[config.mk]
export PLATFORM = sky130hd
export DESIGN_NAME = dma_copy
export DESIGN_NICKNAME = d
export VERILOG_FILES = /design/src/rtl/dma_copy.sv
export SDC_FILE = /design/constraint.sdc
export NUM_CORES = 1
export LEC_CHECK = 0
export BUFFER_PORTS_ARGS = -buffer_cell sky130_fd_sc_hd__buf_2
export CAP_MARGIN = 20
export CORE_MARGIN = 2
export CORE_UTILIZATION = 59
export CTS_CLUSTER_SIZE = 10
export DETAILED_ROUTE_END_ITERATION = 6
export PLACE_DENSITY = 0.88
export SLEW_MARGIN = 20
export SYNTH_ARGS = -nofsm -noshare
export SYNTH_HDL_FRONTEND = slang
export SYNTH_SLANG_ARGS = --single-unit
[constraint.sdc]
create_clock -name clk -period 6.7 [get_ports clk]
set_clock_uncertainty 0.15 [all_clocks]
set_input_delay 1.005 -clock clk [delete_from_list [all_inputs] [get_ports clk]]
set_output_delay 1.005 -clock clk [all_outputs]
set_load 0.005 [all_outputs]
[src/rtl/dma_copy.sv]
// dma_copy: single-channel element copy engine.
//
// On an accepted start the engine latches the request and copies len elements from src_addr to
// dst_addr in ascending order. Each element takes one read cycle (RD) and one write cycle (WR).
// Requests that are misaligned, that run past IO_BOUNDARY, or that wrap the 32-bit address space
// are rejected with a one-cycle err pulse. No memory access is made for a rejected request.
//
// Ports:
//   clk        rising-edge clock
//   rst        asynchronous active-low reset
//   start      request pulse, sampled only while idle
//   src_addr   byte address of the first source element
//   dst_addr   byte address of the first destination element
//   len        element count
//   width      element size: 000 word, 001 half, 010 byte, other codes treated as word
//   mem_rdata  combinational read data for mem_addr/mem_width
//   mem_addr   memory byte address (0 when not accessing)
//   mem_wdata  store data (0 when not writing)
//   mem_wen    store enable
//   mem_width  access width (effective element width, 0 when not accessing)
//   busy       high while reading or writing elements
//   done       one-cycle pulse when a copy completes
//   err        one-cycle pulse when a request is rejected
module dma_copy #(
   parameter logic [31:0] IO_BOUNDARY = 32'hBFC00FFF
) (
   input  logic        clk,
   input  logic        rst,
   input  logic        start,
   input  logic [31:0] src_addr,
   input  logic [31:0] dst_addr,
   input  logic [15:0] len,
   input  logic [2:0]  width,
   input  logic [31:0] mem_rdata,
   output logic [31:0] mem_addr,
   output logic [31:0] mem_wdata,
   output logic        mem_wen,
   output logic [2:0]  mem_width,
   output logic        busy,
   output logic        done,
   output logic        err
);

   typedef enum logic [2:0] {StIdle, StRd, StWr, StDone, StErr} state_e;

   state_e      state_q, state_d;
   logic [31:0] src_q, dst_q, buf_q;
   logic [15:0] len_q, cnt_q;
   logic [2:0]  width_q;

   // Unknown width codes collapse to word.
   function automatic logic [2:0] eff_width(input logic [2:0] w);
      return (w == 3'b001 || w == 3'b010) ? w : 3'b000;
   endfunction

   // log2 of the element size in bytes.
   function automatic logic [1:0] size_shift(input logic [2:0] w);
      unique case (w)
         3'b001:  return 2'd1;
         3'b010:  return 2'd0;
         default: return 2'd2;
      endcase
   endfunction

   // Request validation, evaluated on the raw inputs in the accept cycle.
   logic [1:0]  in_shift;
   logic [32:0] span, src_end, dst_end;
   logic        misalign, range_bad, reject;

   always_comb begin
      in_shift = size_shift(width);
      span     = 33'(len) << in_shift;
      // 33-bit ends so a wrap past 2^32 shows up in bit 32.
      src_end  = {1'b0, src_addr} + span - 33'd1;
      dst_end  = {1'b0, dst_addr} + span - 33'd1;
      misalign = 1'b0;
      if (in_shift == 2'd2) begin
         misalign = (src_addr[1:0] != 2'b00) || (dst_addr[1:0] != 2'b00);
      end else if (in_shift == 2'd1) begin
         misalign = src_addr[0] || dst_addr[0];
      end
      // An empty range has no end address, so only non-empty ranges are bounds-checked.
      range_bad = (len != 16'd0) &&
                  (src_end > {1'b0, IO_BOUNDARY} || dst_end > {1'b0, IO_BOUNDARY} ||
                   src_end[32] || dst_end[32]);
      reject    = misalign || range_bad;
   end

   logic [31:0] offset;
   assign offset = 32'(cnt_q) << size_shift(width_q);

   always_comb begin
      state_d   = state_q;
      mem_addr  = 32'd0;
      mem_wdata = 32'd0;
      mem_wen   = 1'b0;
      mem_width = 3'b000;
      busy      = 1'b0;
      done      = 1'b0;
      err       = 1'b0;
      unique case (state_q)
         StIdle: begin
            if (start) begin
               if (reject) begin
                  state_d = StErr;
               end else if (len == 16'd0) begin
                  state_d = StDone;
               end else begin
                  state_d = StRd;
               end
            end
         end
         StRd: begin
            busy      = 1'b1;
            mem_addr  = src_q + offset;
            mem_width = width_q;
            state_d   = StWr;
         end
         StWr: begin
            busy      = 1'b1;
            mem_addr  = dst_q + offset;
            mem_wdata = buf_q;
            mem_wen   = 1'b1;
            mem_width = width_q;
            state_d   = (cnt_q + 16'd1 == len_q) ? StDone : StRd;
         end
         StDone: begin
            done    = 1'b1;
            state_d = StIdle;
         end
         StErr: begin
            err     = 1'b1;
            state_d = StIdle;
         end
         default: state_d = StIdle;
      endcase
   end

   always_ff @(posedge clk or negedge rst) begin
      if (!rst) begin
         state_q <= StIdle;
         src_q   <= 32'd0;
         dst_q   <= 32'd0;
         len_q   <= 16'd0;
         cnt_q   <= 16'd0;
         width_q <= 3'b000;
         buf_q   <= 32'd0;
      end else begin
         state_q <= state_d;
         if (state_q == StIdle && start) begin
            src_q   <= src_addr;
            dst_q   <= dst_addr;
            len_q   <= len;
            width_q <= eff_width(width);
            cnt_q   <= 16'd0;
         end
         if (state_q == StRd) begin
            buf_q <= mem_rdata;
         end
         if (state_q == StWr) begin
            cnt_q <= cnt_q + 16'd1;
         end
      end
   end

endmodule

After elaboration in Yosys (flattened, before gate mapping):

Index checks and enable logic that the tools add are counted.

* logic and storage cells: 65
* output and inout bits: 71
* input port bits: 118
* bits in registers: 134

* shifts and indexed selects: 2
* add/sub/neg operators: 7
* mux-type cells: 19
* order comparisons: 2
* equality and inequality tests: 12
* reduce and logical (&&, ||, !) cells: 16

Operators with widths (count)
* $add A32 B33 Y33: 2
* $gt A33 B32 Y1 const B: 2
* $sub A33 B1 Y33 const B: 2
* $add A32 B32 Y32: 2
* $pmux W32 S2: 1
* $shl A16 B2 Y33: 1
* $mux W16: 2
* $mux W32: 1
* $shl A16 B2 Y32: 1
* $add A16 B1 Y16 const B: 1
* $eq A16 B16 Y1: 1
* $logic_not A16 Y1: 1
* $reduce_bool A16 Y1: 1
* $eq A3 B2 Y1 const B: 4
* $mux W3: 4
* $eq A3 B1 Y1 const B: 3
* $pmux W3 S3: 1
* $pmux W2 S2: 2
* $logic_or A1 B1 Y1: 7
* $mux W1: 6
* $reduce_bool A2 Y1: 3
* $mux W2: 2
* $eq A3 B3 Y1 const B: 1
* $logic_not A3 Y1: 1
* other kinds (5): 6

Longest topological paths before layout:

Gate-level depths: netlist of run 1.

* word-level depth: 14
* gate-level depth with buffers: 21
* depth with buffers taken out: 19

Worst setup path before layout of run 1:

Ideal clock, no wire load.

* kind: input -> register
* start point: input port width[2]
* end point: register state_q[2]
* setup slack: 1162 ps
* arrival time: 5269 ps
* library setup time: 119 ps
* stages on the path: 19
* cells stage by stage: nor3b_1 > buf_1 > clkbuf_1 > mux2i_1 > nor2_1 > a21oi_1 > xor2_1 > ha_1 > nor2b_1 > o2111ai_1 > a211oi_1 > a211o_1 > a31oi_1 > mux2i_1 > a21oi_1 > a2111oi_0 > o21ai_1 > o31a_1 > o21a_1

* word-level cells in the longest chain between the ends: 14

Ends and longest elaborated chain
* from (decl): line 33 `input logic [2:0] width,`
* $eq A3 B2 Y1 / $eq A3 B1 Y1 (equally long branches): line 58 `unique case (w)`
* $pmux W2 S2 (*): line 58
* $shl A16 B2 Y33: line 72 `span = 33'(len) << in_shift;`
* $add A32 B33 Y33, on equally long branches: line 74, 75
* $sub A33 B1 Y33, on equally long branches: line 74, 75
* $gt A33 B32 Y1: line 84 `(src_end > {1'b0, IO_BOUNDARY} || dst_end > {1'b0, IO_BOUNDARY} ||`
* $logic_or A1 B1 Y1 (2 in a row): line 84
* $logic_or A1 B1 Y1: line 85 `src_end[32] || dst_end[32]);`
* $logic_and A1 B1 Y1: line 83 `range_bad = (len != 16'd0) &&`
* $logic_or A1 B1 Y1 (*): line 86 `reject = misalign || range_bad;`
* $mux W3 (*): line 104 `if (reject) begin`
* $mux W3 (*): line 103 `if (start) begin`
* $pmux W3 S3 (*): line 101 `unique case (state_q)`
* to (signal assigned): line 141 `state_q <= StIdle;`
* to (signal assigned): line 149 `state_q <= state_d;`
* to (decl): line 46 `state_e state_q, state_d;`

Mark *: on every way between the ends. The rest lies on a longest branch, timed or not. The select of a mux whose other input is x is not followed.
A chain may end at the register's enable or synchronous reset.

Final worst setup path of run 1:

* start point: register state_q[2]
* end point: output port mem_addr[21]

* word-level cells in the longest chain between the ends: 2

Ends and longest elaborated chain
* $eq A3 B2 Y1 / $eq A3 B1 Y1 (equally long branches): line 101
* $pmux W32 S2 (*): line 101
* to (decl): line 35 `output logic [31:0] mem_addr,`

Mark *: on every way between the ends. The rest lies on a longest branch, timed or not.

==> results of run 1 <==
## cells in the mapped netlist (30+ instances only)
cell                       instances  area [um2]
sky130_fd_sc_hd__nand2_1         442        1660
sky130_fd_sc_hd__dfrtp_1         134        3350
sky130_fd_sc_hd__o21ai_0         117         586
sky130_fd_sc_hd__nor2_1          102         383
sky130_fd_sc_hd__ha_1             94        1180
sky130_fd_sc_hd__a21oi_1          86         430
sky130_fd_sc_hd__inv_1            86         323
sky130_fd_sc_hd__clkbuf_1         77         289
sky130_fd_sc_hd__xor2_1           66         578
sky130_fd_sc_hd__and3_1           46         288
sky130_fd_sc_hd__xnor2_1          41         359
sky130_fd_sc_hd__nand3_1          32         160
sky130_fd_sc_hd__nand2b_1         30         188
## power by group through the flow
| stage | logic [mW] | registers, mW | clock network [mW] |
|---|---|---|---|
| global route | 1.29 | 1.17 | 0.944 |
| finish | 1.15 | 1.15 | 0.897 |
| CTS | 1.13 | 1.15 | 0.906 |
| detailed placement | 1.13 | 1.16 | 0 |
| global placement | 1.09 | 1.15 | 0 |
| floorplan | 0.845 | 1.11 | 0 |
## metal layers
layer	share of wire, %	wire (um)	track usage (%)
met1	43	15200	43.6
met2	46	16300	52.9
met3	8.8	3140	5.52
met4	3.1	1090	11.9
met5	0	0	0
## how the worst min path moves through the flow
stage                    from   endpoint  depth (start not counted)
floorplan            buf_q[0]   buf_q[0]                          2
global placement     buf_q[3]   buf_q[3]                          2
CTS                 buf_q[27]  buf_q[27]                          2
finish               buf_q[5]   buf_q[5]                          2
global route        buf_q[17]  buf_q[17]                          2
detailed placement  buf_q[28]  buf_q[28]                          2
## cells by family after synthesis
| group | after synthesis | synth area share (%) |
|---|---|---|
| and+or+nand+nor | 761 | 27.5 |
| other | 1 | 0.0305 |
| AOI/OAI and AO/OA | 387 | 19.8 |
| buffers and inverters | 174 | 5.42 |
| adders and majority gates | 97 | 10.1 |
| xor gates and xnor gates | 107 | 7.63 |
| DFF | 134 | 27.3 |
| muxes | 28 | 2.28 |
## sequential cells by signal, indices dropped and copies added, names as in the netlist
name and flops:
buf_q 32, dst_q 32, cnt_q 16, len_q 16
src_q 32, state_q 3, width_q 3
## critical path: cells and delay by family (launching register included)
family	cells	cell delay, ns
flip-flops	1	0.44
adder cells (fa/ha/maj)	1	0.16
AO/OA/AOI/OAI	8	2.07
AND/OR/NAND/NOR	6	0.89
XOR/XNOR	1	0.19
buffers and inverters	3	0.62
## stage by stage
step           worst slack [ns]  cell area [um2]  std cells
3_5_place_dp              0.763            13400       2076
3_3_place_gp              0.956            13400       2076
4_1_cts                   0.757            13900       2107
6_report                  0.748            13900       2109
5_1_grt                   0.288            13900       2109
2_1_floorplan              1.16            12300       1689
## area by class of cell
type	count	area, um2
Antenna cell	2	5.00
Sequential cell	134	3350
Clock inverter	11	101
Fill cell	1704	6420
Tap cell	270	338
Inverter	87	327
Clock buffer	20	457
Multi-Input combinational cell	1381	8290
Timing Repair Buffer	204	1070
==> impl_summary.log, run 1 <==
[metrics] Cell Area, Synth: 12300 um2
[metrics] number of remaining DRC errors: 0
[metrics] aggregate routed wire length: 35.8 mm
[metrics] clock sinks: 134
[metrics] final sum of negative setup slack: 0 ns
[metrics] CP Capture Point: mem_addr[21]
[metrics] cell type of the slowest stage on the worst timing path: sky130_fd_sc_hd__o21ai_1
[metrics] clock tree from TritonCTS: built
[metrics] Routability Congestion: 0.961
[metrics] worst voltage drop across the vdd grid: 0.138 mV
[metrics] sequential share of the synthesized area: 27.3%
[metrics] share of flip-flops with an asynchronous set or reset after synthesis: 100%
[metrics] Most used DFF post-synth: sky130_fd_sc_hd__dfrtp_1
[metrics] vias in the first global route: 11.8k
[metrics] power share of the clock group: 28.0%
[metrics] number of hold violations in the final report: 0
[metrics] total routing resource utilization after global routing: 32.5%
[metrics] status: finished, final reports clean
[metrics] largest fanout of any net on the critical path: 31
[metrics] switching share of power: 37.7%
[metrics] clock insertion delay at the later pin of the skew report: 0.42 ns
[metrics] critical path start-end classification: reg -> out
[metrics] number of ports placed on the die boundary: 189
[metrics] number of nets in the final layout: 2040
[metrics] overall power consumption: 3.20 mW
[metrics] Root Driver: sky130_fd_sc_hd__clkbuf_16
[metrics] remaining number of nets flagged by the antenna check after routing: 0
[metrics] commonest cells after routing, fill and taps aside: 441 x sky130_fd_sc_hd__nand2_1, 187 x sky130_fd_sc_hd__buf_2, 134 x sky130_fd_sc_hd__dfrtp_1, 117 x sky130_fd_sc_hd__o21ai_0, 100 x sky130_fd_sc_hd__nor2_1
[metrics] average instance area after synthesis: 7.28 um2
[metrics] worst slack on hold paths: 0.319 ns
[metrics] register-to-register path setup slack: 3.23 ns
[metrics] cells traversed along the worst timing path: nor2_2 -> nand2_2 -> clkinv_1 -> buf_4 -> nand2_1 -> nand2_1 -> ha_1 -> a21o_1 -> a21oi_1 -> nor2b_1 -> o21ai_0 -> a31oi_1 -> a41oi_1 -> o21ba_2 -> o21ai_1 -> nand2_1 -> xor2_1 -> o22ai_1 -> buf_2
[metrics] Synth warnings: 0
[metrics] Setup Buffers After CTS: 0
[metrics] Die Ht: 148 um
[metrics] relative contribution of sequential cells to total power: 36.1%
[metrics] Detailed Place HPWL: 27.5 mm
[metrics] type of origin of the critical path: flop
[metrics] arrival time at the worst endpoint: 4.80 ns
[metrics] setup repair after global routing missed its margin: no
[metrics] highest cell delay on the worst timing path: 0.54 ns
[metrics] R2R Path End: state_q[1]
[metrics] maximum frequency from static timing analysis: 168 MHz
[metrics] via count of the routed design: 12.7k
[metrics] transition time at the pin with the least slew margin: 1.10 ns
[metrics] Worst R2R Path Depth: 12
[metrics] NetSw: 1.21 mW
[metrics] Crit path required time: 5.54 ns
[metrics] global-route wire length before repair: 57.8 mm
[metrics] Post-Syn Nets: 1904
[metrics] area of the core: 20400 um2
[metrics] clock slew at reported path FFs: 0.06 ns
[metrics] routed length per placed instance: 17.0 um
[metrics] LEAKAGE: 7.05 nW
[metrics] worst min-delay path class: reg -> reg
[metrics] number of antenna violations at the first check in global routing: 2
[metrics] Area Overhead vs Synth: 13.5%
[metrics] most common cell after layout, fill and taps aside: sky130_fd_sc_hd__nand2_1
[metrics] Die Wd: 148 um
[metrics] layout cell share with drive strength beyond 1: 13.8%
[metrics] number of search-and-repair iterations in the first detailed-routing pass: 6
[metrics] initial standard-cell utilization of the core: 60.3%
[metrics] total number of placement rows: 52
[metrics] final critical-path required period: 5.95 ns
[metrics] Post-synth EDFFs: 0
[metrics] Mapped Cells: 1689
[metrics] Int Power: 1.99 mW
[metrics] Slew headroom: 26.8%
[metrics] Netlist cell types: 78
[metrics] DRT iter0 DRCs: 1072
[metrics] deepest clock path buffer count: 2
[metrics] type of element capturing the critical path: output pin
[metrics] H-tree levels: 4
[metrics] number of register bits inferred by synthesis: 134
[metrics] CTS Buf Count: 17
[metrics] post-cts resize count: 0
[metrics] power density of the placed cells: 229 nW/um2
[metrics] GRT Residual Overflow: 0
[metrics] Reg2Reg Launch Point: cnt_q[0]
[metrics] combinational share of power: 35.9%
[metrics] max capacitance violation total: 0
[metrics] CP startpoint: state_q[2]
[metrics] final core utilization: 68.5%
[metrics] area of the die: 22000 um2
[metrics] critical path's most frequent cell: sky130_fd_sc_hd__nand2_1
[metrics] fraction of the cycle the final worst path needs: 88.8%
[metrics] drt via density: 6.03
[metrics] setup violators final: 0
[metrics] Post-CTS Hold Buffers: 0
[metrics] input/output buffers: 188
[metrics] maximum number of pins on one net before global-route repair: 119
[metrics] Final Max Tran Viols: 0
No activity file was read; power rests on OpenSTA's default activity.
==> run 2: changes to the inputs <==
Settings changed: CORE_UTILIZATION 59 to 30, PLACE_DENSITY 0.88 to 0.54.
==> run 2 against run 1 <==
Effect of this change: die area increased by 94%; non-clock buffer count grew 1; first-iteration DRC count shrank 14%; sequential share of layout area down 0.51 points; combinational power barely moved; worst setup slack worse by 0.082 ns; cell count is 12% higher; flip-flop and latch count stayed put; clock-buffer cell count rose by 1; critical path depth shrank 4; largest cell class unchanged; highest routed layer unchanged.
==> impl_summary.log, run 2 (synthesized netlist as in run 1, its figures left out) <==
[metrics] area of the core: 40600 um2
[metrics] number of nets in the final layout: 2041
[metrics] Root Driver: sky130_fd_sc_hd__clkbuf_16
[metrics] type of element capturing the critical path: output pin
[metrics] Die Wd: 206 um
[metrics] drt via density: 5.14
[metrics] setup repair after global routing missed its margin: no
[metrics] area of the die: 42600 um2
[metrics] final sum of negative setup slack: 0 ns
[metrics] number of antenna violations at the first check in global routing: 0
[metrics] switching share of power: 38.1%
[metrics] number of instances on the worst hold path: 2
[metrics] H-tree levels: 4
[metrics] layout cell share with drive strength beyond 1: 13.8%
[metrics] maximum number of pins on one net before global-route repair: 88
[metrics] deepest clock path buffer count: 2
[metrics] clock sinks: 134
[metrics] post-cts resize count: 0
[metrics] DRT iter0 DRCs: 927
[metrics] routed length per placed instance: 17.0 um
[metrics] vias in the first global route: 11.6k
[metrics] arrival time at the worst endpoint: 4.88 ns
[metrics] final critical-path required period: 6.03 ns
[metrics] total number of placement rows: 74
[metrics] number of search-and-repair iterations in the first detailed-routing pass: 5
[metrics] clock slew at reported path FFs: 0.06 ns
[metrics] clock tree from TritonCTS: built
[metrics] Worst R2R Path Depth: 12
[metrics] CP startpoint: width_q[0]
[metrics] GRT Residual Overflow: 0
[metrics] worst voltage drop across the vdd grid: 0.199 mV
[metrics] Post-CTS Hold Buffers: 0
[metrics] commonest cells after routing, fill and taps aside: 441 x sky130_fd_sc_hd__nand2_1, 187 x sky130_fd_sc_hd__buf_2, 134 x sky130_fd_sc_hd__dfrtp_1, 117 x sky130_fd_sc_hd__o21ai_0, 99 x sky130_fd_sc_hd__nor2_1
[metrics] antenna cells: 0
[metrics] NetSw: 1.22 mW
[metrics] power share of the clock group: 27.3%
[metrics] input/output buffers: 188
[metrics] transition time at the pin with the least slew margin: 1.00 ns
[metrics] instance count after placement with tap cells included: 2339
[metrics] number of hold violations in the final report: 0
[metrics] Final Max Tran Viols: 0
[metrics] status: finished, final reports clean
[metrics] Crit path required time: 5.54 ns
[metrics] maximum frequency from static timing analysis: 166 MHz
[metrics] most common cell after layout, fill and taps aside: sky130_fd_sc_hd__nand2_1
[metrics] combinational share of power: 36.5%
[metrics] remaining number of nets flagged by the antenna check after routing: 0
[metrics] max capacitance violation total: 0
[metrics] initial standard-cell utilization of the core: 30.2%
[metrics] number of remaining DRC errors: 0
[metrics] hold_sp: buf_q[7]
[metrics] post-layout instance count excluding filler cells: 2370
[metrics] total routing resource utilization after global routing: 18.9%
[metrics] critical path start-end classification: reg -> out
[metrics] setup violators final: 0
[metrics] worst min-delay path class: reg -> reg
[metrics] Int Power: 1.98 mW
[metrics] Die Ht: 206 um
[metrics] clock insertion delay at the later pin of the skew report: 0.44 ns
[metrics] type of origin of the critical path: flop
[metrics] Reg2Reg Launch Point: cnt_q[0]
[metrics] Slew headroom: 33.3%
[metrics] relative contribution of sequential cells to total power: 36.2%
[metrics] via count of the routed design: 12.2k
[metrics] Detailed Place HPWL: 32.0 mm
[metrics] Setup Buffers After CTS: 0
[metrics] aggregate routed wire length: 40.4 mm
[metrics] fraction of the cycle the final worst path needs: 90.1%
[metrics] registers with the most flip-flops: buf_q x32, dst_q x32, src_q x32
[metrics] Area Overhead vs Synth: 16.0%
[metrics] CTS Buf Count: 17
[metrics] LEAKAGE: 7.05 nW
[metrics] number of ports placed on the die boundary: 189
[metrics] largest fanout of any net on the critical path: 15
[metrics] power density of the placed cells: 224 nW/um2
[metrics] overall power consumption: 3.19 mW
[metrics] global-route wire length before repair: 62.8 mm
[metrics] Routability Congestion: 0.848
-- run 2: changes by cell type in the layout (fill, tap and decap cells not counted), sizes merged --
| cell | previous run | this run |
|---|---|---|
| clkinv | 5 | 7 |
| diode | 2 | 0 |
| clkbuf | 20 | 21 |
| buf | 204 | 205 |
| inv | 88 | 86 |
| clkinvlp | 4 | 3 |
-- run 2: critical path, cell delays in order (launching register included) --
cell and delay, ns:
sky130_fd_sc_hd__dfrtp_1 0.46, sky130_fd_sc_hd__o21ai_1 0.78, sky130_fd_sc_hd__nand2_1 0.10, sky130_fd_sc_hd__o21ai_0 0.12, sky130_fd_sc_hd__ha_1 0.20, sky130_fd_sc_hd__a21oi_1 0.10
sky130_fd_sc_hd__nor2b_1 0.11, sky130_fd_sc_hd__o21ai_0 0.15, sky130_fd_sc_hd__a31oi_1 0.47, sky130_fd_sc_hd__a41oi_1 0.27, sky130_fd_sc_hd__o21ba_2 0.28, sky130_fd_sc_hd__o21ai_1 0.61
sky130_fd_sc_hd__nand4b_1 0.29, sky130_fd_sc_hd__xor2_1 0.21, sky130_fd_sc_hd__o22ai_1 0.14, sky130_fd_sc_hd__buf_2 0.13
-- run 2: area by class of cell --
cell class | count | area [um2]
well taps | 532 | 666
inverters | 87 | 327
clock buffers | 21 | 450
fillers | 4347 | 26400
clock inverters | 10 | 82.6
repair buffers | 205 | 1070
multi-input cells | 1381 | 8300
flip-flops and latches | 134 | 3350
-- run 2: path summary, 6_finish.rpt --
check / slack (ns) / endpoint
worst max-delay path: 0.67 / mem_addr[29]
worst min-delay path: 0.31 / buf_q[7]
worst max register to register: 3.17 / state_q[1]
worst min register to register: 0.31 / buf_q[7]
max in group asynchronous: 4.72 / src_q[19]
min in group asynchronous: 0.52 / buf_q[30]
-- run 2: power by group through the flow --
| stage | sequential [mW] | combinational (mW) | clock, mW |
|---|---|---|---|
| 2_1_floorplan | 1.11 | 0.845 | 0 |
| 3_3_place_gp | 1.16 | 1.15 | 0 |
| 3_5_place_dp | 1.17 | 1.16 | 0 |
| 4_1_cts | 1.16 | 1.17 | 0.902 |
| 5_1_grt | 1.18 | 1.32 | 0.931 |
| 6_report | 1.16 | 1.17 | 0.871 |
-- run 2: per-layer routing --
| metal | vias to the layer above | track usage [%] | share of wire [%] |
|---|---|---|---|
| met4 | 0 | 6.43 | 2.4 |
| met1 | 5717 | 26.2 | 48 |
| li1 | 6076 | - | - |
| met2 | 330 | 30.2 | 45 |
| met5 | - | 0 | 0 |
| met3 | 57 | 2.54 | 4.3 |
-- run 2: through the flow --
stage / area, um2 / worst slack [ns] / utilization [%] / hold slack, ns
global route: 14200 / 0.156 / 35.1 / 0.339
finish: 14200 / 0.665 / 35.1 / 0.314
floorplan: 12300 / 1.16 / - / 0.288
detailed placement: 13700 / 0.860 / 33.7 / 0.305
global placement: 13700 / 0.780 / 33.7 / 0.299
CTS: 14200 / 0.598 / 35.1 / 0.319
